<file path="config.mk">
export PLATFORM = sky130hd
export DESIGN_NAME = tcdm_bank_adapter
export DESIGN_NICKNAME = d
export VERILOG_FILES = /design/src/rtl/mempool_pkg.sv /design/src/rtl/fifo_v3.sv /design/src/rtl/tcdm_bank_adapter.sv
export SDC_FILE = /design/constraint.sdc
export NUM_CORES = 1
export LEC_CHECK = 0
export CORE_ASPECT_RATIO = 1.75
export CORE_MARGIN = 1
export CORE_UTILIZATION = 25
export DETAILED_ROUTE_END_ITERATION = 8
export PLACE_DENSITY = 0.56
export REMOVE_ABC_BUFFERS = 1
export SLEW_MARGIN = 0
export SYNTH_ARGS = -nofsm -noshare
export SYNTH_HDL_FRONTEND = slang
export SYNTH_SLANG_ARGS = --single-unit
</file>
<file path="constraint.sdc">
create_clock -name clk_i -period 3.68 [get_ports clk_i]
set_input_delay 0.552 -clock clk_i [delete_from_list [all_inputs] [get_ports clk_i]]
set_output_delay 0.552 -clock clk_i [all_outputs]
set_load 0.005 [all_outputs]
</file>
<file path="src/rtl/mempool_pkg.sv">
// Shared MemPool types for the TCDM path: address, data, byte-enable and
// requester tag widths used by the bank adapters.
package mempool_pkg;

  localparam int unsigned AddrWidth   = 32;
  localparam int unsigned DataWidth   = 32;
  localparam int unsigned BeWidth     = DataWidth / 8;
  localparam int unsigned MetaIdWidth = 4;

  typedef logic [AddrWidth-1:0]   tcdm_addr_t;
  typedef logic [DataWidth-1:0]   data_t;
  typedef logic [BeWidth-1:0]     be_t;
  typedef logic [MetaIdWidth-1:0] meta_id_t;

endpackage

</file>
<file path="src/rtl/fifo_v3.sv">
// Small synchronous FIFO in the common_cells style: head word visible on
// data_o whenever not empty, optional fall-through, synchronous flush.
module fifo_v3 #(
  parameter bit          FALL_THROUGH = 1'b0,
  parameter int unsigned DATA_WIDTH   = 32,
  parameter int unsigned DEPTH        = 8,
  localparam int unsigned AddrDepth   = (DEPTH > 1) ? $clog2(DEPTH) : 1
) (
  input  logic                  clk_i,
  input  logic                  rst_ni,
  input  logic                  flush_i,
  output logic                  full_o,
  output logic                  empty_o,
  input  logic [DATA_WIDTH-1:0] data_i,
  input  logic                  push_i,
  output logic [DATA_WIDTH-1:0] data_o,
  input  logic                  pop_i
);

  logic [AddrDepth-1:0]  rd_ptr_q, wr_ptr_q;
  logic [AddrDepth:0]    cnt_q;
  logic [DATA_WIDTH-1:0] mem_q [DEPTH];
  logic                  is_empty, fall, do_push, do_pop;

  function automatic logic [AddrDepth-1:0] ptr_inc(input logic [AddrDepth-1:0] p);
    return (p == AddrDepth'(DEPTH - 1)) ? '0 : p + 1'b1;
  endfunction

  assign is_empty = (cnt_q == '0);
  assign full_o   = (cnt_q == (AddrDepth + 1)'(DEPTH));
  assign empty_o  = is_empty && !(FALL_THROUGH && push_i);
  // A fall-through word popped in the same cycle never touches storage.
  assign fall     = FALL_THROUGH && is_empty && push_i && pop_i;
  assign do_push  = push_i && !full_o && !fall;
  assign do_pop   = pop_i && !is_empty;
  assign data_o   = (FALL_THROUGH && is_empty) ? data_i : mem_q[rd_ptr_q];

  always_ff @(posedge clk_i or negedge rst_ni) begin
    if (!rst_ni) begin
      rd_ptr_q <= '0;
      wr_ptr_q <= '0;
      cnt_q    <= '0;
    end else if (flush_i) begin
      rd_ptr_q <= '0;
      wr_ptr_q <= '0;
      cnt_q    <= '0;
    end else begin
      if (do_push) wr_ptr_q <= ptr_inc(wr_ptr_q);
      if (do_pop)  rd_ptr_q <= ptr_inc(rd_ptr_q);
      if (do_push && !do_pop)      cnt_q <= cnt_q + 1'b1;
      else if (!do_push && do_pop) cnt_q <= cnt_q - 1'b1;
    end
  end

  always_ff @(posedge clk_i) begin
    if (do_push) mem_q[wr_ptr_q] <= data_i;
  end

endmodule

</file>
<file path="src/rtl/tcdm_bank_adapter.sv">
// Adapts a valid/ready TCDM request stream onto a single-cycle SRAM bank port
// and returns in-order responses, bounded by a credit counter.
module tcdm_bank_adapter
  import mempool_pkg::tcdm_addr_t;
  import mempool_pkg::data_t;
  import mempool_pkg::be_t;
#(
  parameter int unsigned NumOutstanding = 2,
  parameter int unsigned MetaIdWidth    = mempool_pkg::MetaIdWidth
) (
  input  logic                   clk_i,
  input  logic                   rst_ni,
  input  logic                   in_valid_i,
  output logic                   in_ready_o,
  input  tcdm_addr_t             in_addr_i,
  input  logic                   in_wen_i,
  input  data_t                  in_wdata_i,
  input  be_t                    in_be_i,
  input  logic [MetaIdWidth-1:0] in_meta_i,
  output logic                   mem_req_o,
  output tcdm_addr_t             mem_addr_o,
  output logic                   mem_wen_o,
  output data_t                  mem_wdata_o,
  output be_t                    mem_be_o,
  input  data_t                  mem_rdata_i,
  output logic                   resp_valid_o,
  input  logic                   resp_ready_i,
  output data_t                  resp_rdata_o,
  output logic                   resp_wen_o,
  output logic [MetaIdWidth-1:0] resp_meta_o
);

  localparam int unsigned CntWidth = $clog2(NumOutstanding + 1);

  typedef struct packed {
    data_t                  rdata;
    logic                   wen;
    logic [MetaIdWidth-1:0] meta;
  } resp_t;

  logic [CntWidth-1:0]    cnt_q, cnt_d;
  logic                   vld_q, wen_q;
  logic [MetaIdWidth-1:0] meta_q;
  logic                   accept, resp_hs;
  logic                   fifo_full, fifo_empty, fifo_push, fifo_pop;
  resp_t                  bypass, head, resp;

  // Credits cover the bank stage plus the queue, so the queue cannot overflow.
  assign in_ready_o  = (cnt_q < CntWidth'(NumOutstanding));
  assign accept      = in_valid_i && in_ready_o;

  assign mem_req_o   = accept;
  assign mem_addr_o  = in_addr_i;
  assign mem_wen_o   = in_wen_i;
  assign mem_wdata_o = in_wdata_i;
  assign mem_be_o    = in_be_i;

  always_comb begin
    bypass       = '0;
    bypass.rdata = wen_q ? '0 : mem_rdata_i;
    bypass.wen   = wen_q;
    bypass.meta  = meta_q;
  end

  // Bank data only lives for one cycle, so anything not consumed on the spot
  // is captured; the queue head then takes over the outputs.
  assign fifo_push    = vld_q && !(fifo_empty && resp_ready_i);
  assign fifo_pop     = !fifo_empty && resp_ready_i;
  assign resp_valid_o = !fifo_empty || vld_q;
  assign resp_hs      = resp_valid_o && resp_ready_i;
  assign resp         = fifo_empty ? bypass : head;
  assign resp_rdata_o = resp.rdata;
  assign resp_wen_o   = resp.wen;
  assign resp_meta_o  = resp.meta;

  always_comb begin
    cnt_d = cnt_q;
    if (accept && !resp_hs)      cnt_d = cnt_q + CntWidth'(1);
    else if (!accept && resp_hs) cnt_d = cnt_q - CntWidth'(1);
  end

  always_ff @(posedge clk_i or negedge rst_ni) begin
    if (!rst_ni) begin
      cnt_q  <= '0;
      vld_q  <= 1'b0;
      wen_q  <= 1'b0;
      meta_q <= '0;
    end else begin
      cnt_q <= cnt_d;
      vld_q <= accept;
      if (accept) begin
        wen_q  <= in_wen_i;
        meta_q <= in_meta_i;
      end
    end
  end

  fifo_v3 #(
    .FALL_THROUGH (1'b0),
    .DATA_WIDTH   ($bits(resp_t)),
    .DEPTH        (NumOutstanding)
  ) i_resp_fifo (
    .clk_i   (clk_i),
    .rst_ni  (rst_ni),
    .flush_i (1'b0),
    .full_o  (fifo_full),
    .empty_o (fifo_empty),
    .data_i  (bypass),
    .push_i  (fifo_push),
    .data_o  (head),
    .pop_i   (fifo_pop)
  );

`ifndef SYNTHESIS
  assert property (@(posedge clk_i) disable iff (!rst_ni) !(fifo_push && fifo_full))
    else $error("response queue push while full");
`endif

endmodule

</file>
==> out/metrics.csv <==
metric,value,unit
status,finished clean,
clkSinkCount,86,
hold_buffers,0,
synth_compound_area_frac,0.0443,
synth_most_common_cell,edfxtp_1,
route.antenna.remaining_nets,0,
synth.ff_latch_count,86,
cp-start-kind,register,
first_pass_iters,4,
worstSetupEndpointType,output pin,
netlist.area_leader.share,0.518,
drive_above_1_share,0.0718,
place_congestion,0.728,
grt_max_degree,38,
first_global_vias,2574,
p_total,4.14,mW
routed_wirelength,13300,um
fin_area,5070,um2
drc,0,
worst_pin_slew,1150,ps
ys_warn_count,0,
post_drt_via_cell_ratio,4.18,
cts_inserted_buffers,9,
syn2layout_area_growth,18.2,%
cp_top_family,flip-flops,
cts.repair.resized,0,
max_cap_violations,0,
synth.area.top_cells,"edfxtp_1, buf_4, mux2i_1, dfrtp_1, a21oi_1",
finClkSkew,7.74,ps
io_pins,218,
fillCellCount,1747,
maxSlewViolCount,0,
die_height,175,um
power_leakage,1.87,nW
async_reset_ff_frac,0.140,
overflow,0,
die_w,101,um
cp_max_fo,27,
path_class,reg2out,
synth_flop_cell,edfxtp_1,
grt_pass1_wl,18600,um
power_density,816,nW/um2
synth_edf_count,74,
worst_path_max_delay_cell,dfrtp_1,
drtIter0Drc,64,
clk_pin_slew,60,ps
synth_cell_types,20,
timing.final.crit_share,0.808,
grtUsageTotal,0.155,
fin_nets,468,
cp_cell_sequence,"buf_4, and2b_1, nor2_1, a21oi_1, clkdlybuf4s50_1",
max_freq,0.336,GHz
syn_area,4290,um2
crit_arrival,2420,ps
io_buffers,81,
critPathBufInv,2,
htreeDepth,3,
synth_top_area_cell,edfxtp_1,
slew_headroom,0.229,
synth_top_family_by_area,buffers and inverters,
cts_tree,yes,
synth_common_cells,"edfxtp_1, buf_4, nor2_1, a21oi_1, mux2i_1",
synthMuxAreaShare,0.0994,
setup_viol,0,
ir_drop,0.417,mV
cp.required,3130,ps
dieArea,17700,um2
wl_per_cell,22.6,um
rows,63,
setup_tns,0,ps
postCtsSetupRepairBufs,0,
synth-simple-area-share,0.0948,
vias,2460,
finalHoldViolations,0,
antenna_found_initial,0,
synth_cells,343,
dpl_cell_area,4820,um2
clock_latency,330,ps
synth-xor-area-share,0.0163,
start_util,0.254,
synth-adder-area-share,0.00583,
clock-root-buffer,clkbuf_16,
rsz0062_at_grt,no,
core_area,16900,um2
hold_class,reg2reg,
syn_area_per_cell,12.5,um2
hpwl,10300,um
seq_area_frac_synth,0.588,
crit_path_max_incr_delay,960,ps
fin_crit,2970,ps
antenna_cells,0,
cts_buffer_depth,2,
## flip-flops by register name, indices dropped and copies added, names as in the netlist
signal and cells:
i_resp_fifo.wr_ptr_q 1, i_resp_fifo.mem_q 74, cnt_q 2, meta_q 4, i_resp_fifo.rd_ptr_q 1, vld_q 1, i_resp_fifo.cnt_q 2, wen_q 1
## worst reg2reg max path, delay by kind of cell (launching register included)
family / cells / cell delay, ps
and+or+nand+nor: 2 / 1070
DFF: 1 / 410
AOI/OAI and AO/OA: 1 / 280
## through the flow
step	utilization	setup slack, ps	hold slack (ps)	std cells
2_1_floorplan	-	860	256	258
3_3_place_gp	0.285	892	478	573
3_5_place_dp	0.285	832	485	573
4_1_cts	0.301	610	501	589
5_1_grt	0.301	452	521	589
6_report	0.301	707	495	589
## placed cells by master (no fill, tap or decap), types with 3 or more instances in the layout
cell type | synthesis | final
dfrtp_1 | 12 | 11
xnor2_1 | 5 | 5
a21oi_1 | 37 | 37
nor2b_1 | 15 | 15
mux2i_1 | 37 | 37
clkbuf_1 | 3 | 4
edfxtp_1 | 74 | 74
xor2_1 | 3 | 3
buf_4 | 72 | 7
nor2_1 | 42 | 40
clkbuf_16 | 0 | 9
and2b_1 | 18 | 18
mux2_2 | 5 | 5
inv_1 | 3 | 3
clkdlybuf4s50_1 | 0 | 81
## kinds of logic after synthesis
family,after synthesis
xor+xnor,8
flops,86
compound gates,38
simple gates,79
fa+ha+maj,2
buf+inv,88
mux,42
## final timing paths
path	from	slack (ps)	to	cells after the start
min reg2reg	cnt_q[0]	490	cnt_q[0]	1
max reg2reg	i_resp_fifo.cnt_q[1]	1510	i_resp_fifo.mem_q[0][21]	3
max in group asynchronous	rst_ni	2700	i_resp_fifo.rd_ptr_q	1
min	cnt_q[0]	490	cnt_q[0]	1
min in group asynchronous	rst_ni	580	meta_q[1]	1
max	wen_q	710	resp_rdata_o[10]	5
## per-layer routing
metal  vias to the layer above  global-route usage  share of wire
li1                       1142                   -              -
met1                      1121               0.156           0.35
met2                       179               0.209           0.42
met3                        14               0.154           0.21
met4                         4              0.0580          0.016
met5                         -              0.0621         0.0078
## power by group
group          switching [mW]  internal (mW)  total, mW
Combinational           0.780           1.00       1.78
Clock                   0.341          0.454      0.795
Sequential              0.190           1.37       1.56
Total                    1.31           2.83       4.14
## layout make-up
cell class / instances / area [um2] / share of cell area
sequential: 86 / 2520 / 0.498
clock buffer: 13 / 240 / 0.0474
timing repair buffer: 88 / 863 / 0.170
multi-input combinational: 169 / 1130 / 0.224
clock inverter: 3 / 15.0 / 0.00296
inverter: 3 / 11.3 / 0.00222
tap: 227 / 284 / 0.0560
Power figures use the tool's default switching activity.
